$ cat src/rtl/fuzzy_pkg.sv
// Shared fuzzy-chain definitions: width helpers, defuzzifier FSM states and
// the µ / crisp scale constants used by both the fuzzifier and the defuzzifier.
package fuzzy_pkg;

  localparam int MU_MAX    = 255;
  localparam int CRISP_MAX = 100;

  typedef enum logic [1:0] {
    ACUM,
    DIV,
    FIM
  } estado_t;

  function automatic int num_w(input int num_max);
    return 16 + $clog2(num_max);
  endfunction

  function automatic int den_w(input int num_max);
    return 8 + $clog2(num_max);
  endfunction

endpackage

$ cat src/rtl/divisor_seq.sv
// Bit-serial restoring divider: one quotient bit per cycle, ITER cycles after i_start.
// Numerator bits above ITER are preloaded into the remainder and must be < i_den.
module divisor_seq #(
  parameter int NUM_W = 20,
  parameter int DEN_W = 12,
  parameter int ITER  = 20,
  parameter int QUO_W = 8
) (
  input  logic             clk,
  input  logic             rst_n,
  input  logic             i_start,
  input  logic [NUM_W-1:0] i_num,
  input  logic [DEN_W-1:0] i_den,
  output logic             o_busy,
  output logic             o_done,
  output logic [QUO_W-1:0] o_quo
);

  localparam int CNT_W = $clog2(ITER + 1);

  logic [DEN_W:0]   r_rem;
  logic [ITER-1:0]  r_quo;
  logic [DEN_W-1:0] r_den;
  logic [CNT_W-1:0] r_cnt;
  logic             r_busy;
  logic             r_done;

  logic [DEN_W:0]   w_num_hi;
  logic [DEN_W:0]   w_rem_sh;
  logic [DEN_W:0]   w_rem_nx;
  logic             w_ge;

  // Extra numerator bits (rounding mode) are absorbed into the first shift.
  generate
    if (NUM_W > ITER) begin : g_pre
      assign w_num_hi = (DEN_W+1)'(i_num[NUM_W-1:ITER]);
    end else begin : g_nopre
      assign w_num_hi = '0;
    end
  endgenerate

  always_comb begin
    w_rem_sh = {r_rem[DEN_W-1:0], r_quo[ITER-1]};
    w_ge     = (w_rem_sh >= {1'b0, r_den});
    w_rem_nx = w_ge ? (w_rem_sh - {1'b0, r_den}) : w_rem_sh;
  end

  always_ff @(posedge clk or negedge rst_n) begin
    if (!rst_n) begin
      r_rem  <= '0;
      r_quo  <= '0;
      r_den  <= '0;
      r_cnt  <= '0;
      r_busy <= 1'b0;
      r_done <= 1'b0;
    end else begin
      r_done <= 1'b0;
      if (i_start) begin
        r_rem  <= w_num_hi;
        r_quo  <= i_num[ITER-1:0];
        r_den  <= i_den;
        r_cnt  <= CNT_W'(ITER);
        r_busy <= 1'b1;
      end else if (r_busy) begin
        r_rem <= w_rem_nx;
        r_quo <= {r_quo[ITER-2:0], w_ge};
        r_cnt <= r_cnt - 1'b1;
        if (r_cnt == CNT_W'(1)) begin
          r_busy <= 1'b0;
          r_done <= 1'b1;
        end
      end
    end
  end

  assign o_busy = r_busy;
  assign o_done = r_done;
  assign o_quo  = r_quo[QUO_W-1:0];

endmodule

$ cat src/rtl/defuzz_centroide.sv
// Centroid defuzzifier: accumulates Σ(µ·c) and Σµ per frame, then divides serially.
// Define DEFUZZ_ARRED_EN for round-to-nearest instead of floor division.
module defuzz_centroide
  import fuzzy_pkg::*;
#(
  parameter int NUM_MAX      = 16,
  parameter int VALOR_PADRAO = 0
) (
  input  logic       clk,
  input  logic       rst_n,
  input  logic       entrada_valida,
  output logic       entrada_pronta,
  input  logic [7:0] grau_pertinencia,
  input  logic [7:0] centro,
  input  logic       ultimo,
  output logic       saida_valida,
  input  logic       saida_pronta,
  output logic [7:0] valor_crisp,
  output logic       sem_regra,
  output logic       erro_excesso
);

  localparam int NUM_W = num_w(NUM_MAX);
  localparam int DEN_W = den_w(NUM_MAX);
  localparam int CNT_W = $clog2(NUM_MAX) + 1;
`ifdef DEFUZZ_ARRED_EN
  localparam int DIVN_W = NUM_W + 1;
`else
  localparam int DIVN_W = NUM_W;
`endif

  estado_t          r_estado;
  logic [NUM_W-1:0] r_num;
  logic [DEN_W-1:0] r_den;
  logic [CNT_W-1:0] r_cnt;
  logic             r_pronta;
  logic             r_valido;
  logic [7:0]       r_crisp;
  logic             r_sem;
  logic             r_erro;

  logic [15:0]       w_prod;
  logic [NUM_W-1:0]  w_num_nx;
  logic [DEN_W-1:0]  w_den_nx;
  logic [DIVN_W-1:0] w_div_num;
  logic              w_aceita;
  logic              w_limite;
  logic              w_fecha;
  logic              w_start;
  logic              w_div_busy;
  logic              w_div_done;
  logic [7:0]        w_quo;

  always_comb begin
    w_prod   = 16'(grau_pertinencia) * 16'(centro);
    w_num_nx = r_num + NUM_W'(w_prod);
    w_den_nx = r_den + DEN_W'(grau_pertinencia);
`ifdef DEFUZZ_ARRED_EN
    w_div_num = DIVN_W'(w_num_nx) + DIVN_W'(w_den_nx >> 1);
`else
    w_div_num = w_num_nx;
`endif
    w_aceita = entrada_valida & r_pronta;
    w_limite = (r_cnt == CNT_W'(NUM_MAX - 1));
    w_fecha  = w_aceita & (ultimo | w_limite);
    w_start  = w_fecha & ~w_div_busy;
  end

  // The divider is loaded from the post-beat sums on the closing edge so the
  // result lands NUM_W+1 edges after the last beat.
  divisor_seq #(
    .NUM_W (DIVN_W),
    .DEN_W (DEN_W),
    .ITER  (NUM_W),
    .QUO_W (8)
  ) u_div (
    .clk     (clk),
    .rst_n   (rst_n),
    .i_start (w_start),
    .i_num   (w_div_num),
    .i_den   (w_den_nx),
    .o_busy  (w_div_busy),
    .o_done  (w_div_done),
    .o_quo   (w_quo)
  );

  always_ff @(posedge clk or negedge rst_n) begin
    if (!rst_n) begin
      r_estado <= ACUM;
      r_num    <= '0;
      r_den    <= '0;
      r_cnt    <= '0;
      r_pronta <= 1'b1;
      r_valido <= 1'b0;
      r_crisp  <= '0;
      r_sem    <= 1'b0;
      r_erro   <= 1'b0;
    end else begin
      case (r_estado)
        ACUM: begin
          if (w_aceita) begin
            r_num <= w_num_nx;
            r_den <= w_den_nx;
            r_cnt <= r_cnt + 1'b1;
            if (w_fecha) begin
              r_estado <= DIV;
              r_pronta <= 1'b0;
              if (!ultimo) r_erro <= 1'b1;
            end
          end
        end
        DIV: begin
          if (w_div_done) begin
            r_estado <= FIM;
            r_valido <= 1'b1;
            if (r_den == '0) begin
              r_crisp <= 8'(VALOR_PADRAO);
              r_sem   <= 1'b1;
            end else begin
              r_crisp <= w_quo;
              r_sem   <= 1'b0;
            end
          end
        end
        FIM: begin
          if (saida_pronta) begin
            r_estado <= ACUM;
            r_valido <= 1'b0;
            r_pronta <= 1'b1;
            r_num    <= '0;
            r_den    <= '0;
            r_cnt    <= '0;
            r_sem    <= 1'b0;
            r_erro   <= 1'b0;
          end
        end
        default: r_estado <= ACUM;
      endcase
    end
  end

  assign entrada_pronta = r_pronta;
  assign saida_valida   = r_valido;
  assign valor_crisp    = r_crisp;
  assign sem_regra      = r_sem;
  assign erro_excesso   = r_erro;

endmodule
$ cat config.mk
export PLATFORM = sky130hd
export DESIGN_NAME = defuzz_centroide
export DESIGN_NICKNAME = d
export VERILOG_FILES = /design/src/rtl/fuzzy_pkg.sv /design/src/rtl/divisor_seq.sv /design/src/rtl/defuzz_centroide.sv
export SDC_FILE = /design/constraint.sdc
export NUM_CORES = 1
export LEC_CHECK = 0
export ABC_CLOCK_PERIOD_IN_PS = 5300
export BUFFER_PORTS_ARGS = -buffer_cell sky130_fd_sc_hd__buf_2
export CAP_MARGIN = 0
export CELL_PAD_IN_SITES_DETAIL_PLACEMENT = 1
export CELL_PAD_IN_SITES_GLOBAL_PLACEMENT = 1
export CORE_MARGIN = 8
export CORE_UTILIZATION = 40
export CTS_CLUSTER_DIAMETER = 80
export DETAILED_ROUTE_END_ITERATION = 10
export HOLD_SLACK_MARGIN = 0.12
export PLACE_DENSITY = 0.78
export SLEW_MARGIN = 20
export SYNTH_ARGS = -nofsm -noshare
export SYNTH_HDL_FRONTEND = slang
export SYNTH_SLANG_ARGS = --single-unit
$ cat constraint.sdc
create_clock -name clk -period 5.3 [get_ports clk]
set_input_delay 0.53 -clock clk [delete_from_list [all_inputs] [get_ports clk]]
set_output_delay 0.53 -clock clk [all_outputs]
set_load 0.1 [all_outputs]
==> impl_metrics.prom <==
# TYPE chip_impl_metric gauge
chip_impl_info{name="status",value="finished clean"} 1
chip_impl_metric{name="max_root_sink_buffers",unit=""} 2
chip_impl_metric{name="post_synth_instance_area",unit="µm²"} 7894
chip_impl_info{name="type_of_the_worst_min_delay_path",value="input pin to asynchronous set/reset pin"} 1
chip_impl_info{name="layout.cells.most_common_list",value="sky130_fd_sc_hd__nand2_1 (131), sky130_fd_sc_hd__inv_1 (128), sky130_fd_sc_hd__dfrtp_1 (101)"} 1
chip_impl_info{name="cts_tree",value="done"} 1
chip_impl_metric{name="report.final.slew_viol_count",unit=""} 0
chip_impl_metric{name="synth.avg_cell_area",unit="µm²"} 8.991
chip_impl_metric{name="highest_net_fanout_along_the_worst_path",unit=""} 10
chip_impl_metric{name="postRouteWirelength",unit="mm"} 20.79
chip_impl_metric{name="grt_overflow",unit=""} 0
chip_impl_metric{name="arrival_time_at_the_worst_endpoint",unit="ns"} 4.94
chip_impl_info{name="topRoutingLayerUsed",value="met4"} 1
chip_impl_metric{name="syn_nets",unit=""} 1016
chip_impl_metric{name="antenna_found_initial",unit=""} 0
chip_impl_metric{name="postCtsSetupRepairBufs",unit=""} 0
chip_impl_metric{name="grt_pass1_vias",unit=""} 6842
chip_impl_metric{name="die_w",unit="µm"} 156.5
chip_impl_metric{name="wl_met3",unit="µm"} 339
chip_impl_metric{name="firstDrtPassIters",unit=""} 4
chip_impl_metric{name="detail_placement_hpwl",unit="mm"} 15.53
chip_impl_metric{name="layout.filler_cells",unit=""} 2298
chip_impl_info{name="startpoint_type",value="input pin"} 1
chip_impl_info{name="grt_setup_unrepaired",value="false"} 1
chip_impl_metric{name="cts_resized",unit=""} 0
chip_impl_metric{name="netlist-cell-type-count",unit=""} 54
chip_impl_metric{name="rows",unit=""} 51
chip_impl_metric{name="total_of_endpoints_with_negative_setup_slack_in_the_final_report",unit=""} 0
chip_impl_metric{name="avgRoutedWirePerCell",unit="µm"} 17.81
chip_impl_metric{name="grt_first_pass_wirelength",unit="mm"} 34.80
chip_impl_metric{name="worst_slew_margin_rel",unit=""} 0.3591
chip_impl_metric{name="wl_met1",unit="mm"} 8.926
chip_impl_metric{name="place.gp.congestion",unit=""} 0.7725
chip_impl_metric{name="clock_pin_transition_on_the_worst_setup_and_hold_timing_paths",unit="ns"} 0.07
chip_impl_metric{name="final.min_clock_period",unit="ns"} 4.737
chip_impl_metric{name="drtIter0Drc",unit=""} 239
chip_impl_metric{name="remaining_drc_errors",unit=""} 0
chip_impl_metric{name="initial_core_util",unit=""} 0.4069
chip_impl_metric{name="tightestPinTransition",unit="ns"} 0.9602
chip_impl_metric{name="synth.yosys.warnings",unit=""} 0
chip_impl_metric{name="floorplan.die.height",unit="µm"} 156.5
chip_impl_metric{name="cts_htree_levels",unit=""} 3
chip_impl_metric{name="areaGrowthSynthToFinish",unit="%"} 9.177
chip_impl_metric{name="design.die.area",unit="µm²"} 24490
chip_impl_metric{name="boundaryPins",unit=""} 33
chip_impl_metric{name="count_of_flip_flops_with_a_built_in_enable_after_synthesis",unit=""} 0
chip_impl_metric{name="fin_setup_tns",unit="ns"} 0
chip_impl_info{name="critPathKind",value="input pin to flop"} 1
chip_impl_metric{name="cap_viol_max_count",unit=""} 0
chip_impl_metric{name="insertion_delay",unit="ns"} 0.36
chip_impl_metric{name="clkSinkCount",unit=""} 102
chip_impl_metric{name="post_route_cells_drive_above_1_share",unit=""} 0.07761
chip_impl_metric{name="cts_hold_buffers",unit=""} 0
chip_impl_metric{name="overall_fraction_of_global_route_tracks_in_use",unit=""} 0.1794
chip_impl_metric{name="final_min_period_over_clock_period",unit=""} 0.8938
chip_impl_info{name="worst_path_cell_trace",value="buf_2, nand2_1, fa_1, fa_1, inv_1, fa_1, inv_1, fa_1, inv_1, ha_1, a21oi_1, o211ai_1, a31oi_1, nor2_1, o22ai_1, xor2_1, o21ai_0"} 1
chip_impl_info{name="critical-path-top-cell-by-count",value="sky130_fd_sc_hd__fa_1"} 1
chip_impl_metric{name="synth.yosys.seq_area_share",unit=""} 0.3235
chip_impl_info{name="cts_root_buffer",value="sky130_fd_sc_hd__clkbuf_16"} 1
chip_impl_metric{name="num_vias",unit=""} 6177
chip_impl_metric{name="antennaDiodeCount",unit=""} 0
chip_impl_metric{name="finalHoldViolCount",unit=""} 0
chip_impl_metric{name="design.final.nets",unit=""} 1035
chip_impl_info{name="final_common_cell",value="sky130_fd_sc_hd__nand2_1"} 1
chip_impl_info{name="postSynth.topFlopCell",value="sky130_fd_sc_hd__dfrtp_1"} 1
chip_impl_metric{name="synth.ff_latch_count",unit=""} 102
chip_impl_metric{name="cts-buffers-inserted",unit=""} 9
chip_impl_info{name="timing.critical_path.slowest_stage_cell",value="sky130_fd_sc_hd__fa_1"} 1
chip_impl_metric{name="vias_per_cell",unit=""} 5.293
chip_impl_metric{name="dr_wl_met2",unit="mm"} 11.24
chip_impl_metric{name="async_reset_ff_frac",unit=""} 1.000
chip_impl_metric{name="maxClockFrequency",unit="GHz"} 0.2111
chip_impl_metric{name="crit_required",unit="ns"} 5.50
chip_impl_metric{name="placement.io_buffers",unit=""} 32
chip_impl_metric{name="detail-route-antenna-nets",unit=""} 0
chip_impl_metric{name="finClkSkew",unit="ns"} 0.009136
chip_impl_metric{name="grt_start_max_net_pins",unit=""} 69
chip_impl_metric{name="synthesis.instances",unit=""} 878
chip_impl_info{name="setup.worst_path.end_class",value="flop"} 1
chip_impl_metric{name="floorplan.core_area",unit="µm²"} 19400
chip_impl_metric{name="cp_slowest_stage_delay",unit="ns"} 0.54
critical path, delay by kind of cell:
family                   cells  cell delay, ns
adder cells (fa/ha/maj)      5            2.42
AO/OA/AOI/OAI                5            1.27
buffers and inverters        4            0.33
AND/OR/NAND/NOR              2            0.19
XOR/XNOR                     1            0.17
cells in the mapped netlist, drive strengths merged, types with 2 or more instances:
master / n / area [µm²]
a211oi: 5 / 37.54
a21boi: 2 / 15.01
a21o: 9 / 67.56
a21oi: 48 / 251.5
a22o: 14 / 122.6
a2bb2oi: 5 / 43.79
a31o: 4 / 35.03
a31oi: 5 / 31.28
and2: 33 / 206.5
and3: 8 / 50.05
clkbuf: 28 / 105.1
dfrtp: 101 / 2527
fa: 52 / 1041
ha: 65 / 813.3
inv: 128 / 480.5
mux2i: 17 / 170.2
nand2: 131 / 491.7
nand2b: 6 / 37.54
nand3: 9 / 45.04
nand4: 3 / 18.77
nor2: 33 / 123.9
nor2b: 2 / 20.02
nor3: 6 / 30.03
nor4: 6 / 37.54
o211ai: 5 / 37.54
o21a: 9 / 67.56
o21ai: 68 / 340.3
o21bai: 3 / 22.52
o22ai: 12 / 75.07
o31ai: 2 / 15.01
or2: 5 / 31.28
or3: 3 / 18.77
or4: 2 / 15.01
xnor2: 20 / 175.2
xor2: 13 / 113.9
area by class of cell:
| type | instances | area [µm²] | area share |
|---|---|---|---|
| multi-input cells | 619 | 4755 | 0.5517 |
| clock buffers | 9 | 225.2 | 0.02613 |
| inverters | 128 | 480.5 | 0.05575 |
| clock inverters | 7 | 72.57 | 0.008420 |
| flip-flops and latches | 102 | 2554 | 0.2963 |
| well taps | 265 | 331.6 | 0.03847 |
| repair buffers | 37 | 200.2 | 0.02323 |
logic make-up after synthesis:
group / Yosys count / synth area share
XOR/XNOR: 33 / 0.03661
buffers and inverters: 157 / 0.07513
AO/OA/AOI/OAI: 200 / 0.1598
multiplexers: 18 / 0.02298
flip-flops: 102 / 0.3235
adder cells (fa/ha/maj): 117 / 0.2349
AND/OR/NAND/NOR: 251 / 0.1471
flip-flops by register name, indices dropped and copies added (netlist names), 2 cells and up:
register	count
r_num	20
u_div.r_quo	20
r_den	12
u_div.r_den	12
u_div.r_rem	12
valor_crisp	8
r_cnt	5
u_div.r_cnt	5
r_estado	2
final timing paths:
| kind | start | end | slack (ns) | cells past startpoint |
|---|---|---|---|---|
| setup / recovery | grau_pertinencia[1] | r_num[17] | 0.56 | 17 |
| hold / removal | rst_n | r_den[10] | 0.32 | 1 |
| setup reg to reg | r_num[7] | r_num[17] | 0.69 | 16 |
| hold reg to reg | u_div.r_quo[18] | u_div.r_quo[19] | 0.47 | 2 |
| max in group asynchronous | rst_n | valor_crisp[5] | 3.95 | 2 |
| min in group clk | saida_pronta | r_estado[1] | 0.38 | 2 |
per-layer routing:
layer  up-vias  track usage
met5         -            0
met4         0      0.03936
met3        17      0.02592
met2        46       0.3388
met1      3173       0.2096
li1       2941            -
per-stage QoR:
| stage | utilization | area, µm² | setup WS, ns | hold slack [ns] | instances |
|---|---|---|---|---|---|
| CTS | 0.4443 | 8618 | 0.5527 | 0.3572 | 1167 |
| global route | 0.4443 | 8618 | 0.2899 | 0.3870 | 1167 |
| detailed placement | 0.4289 | 8320 | 0.1910 | 0.4570 | 1151 |
| floorplan | - | 7894 | 0.6201 | 0.2344 | 878 |
| finish | 0.4443 | 8618 | 0.5629 | 0.3177 | 1167 |
| global placement | 0.4289 | 8320 | 0.3233 | 0.4593 | 1151 |
Power is left out: the tool's default activity adds up to more than one toggle a clock period on the data nets, which glitch-free logic cannot reach.
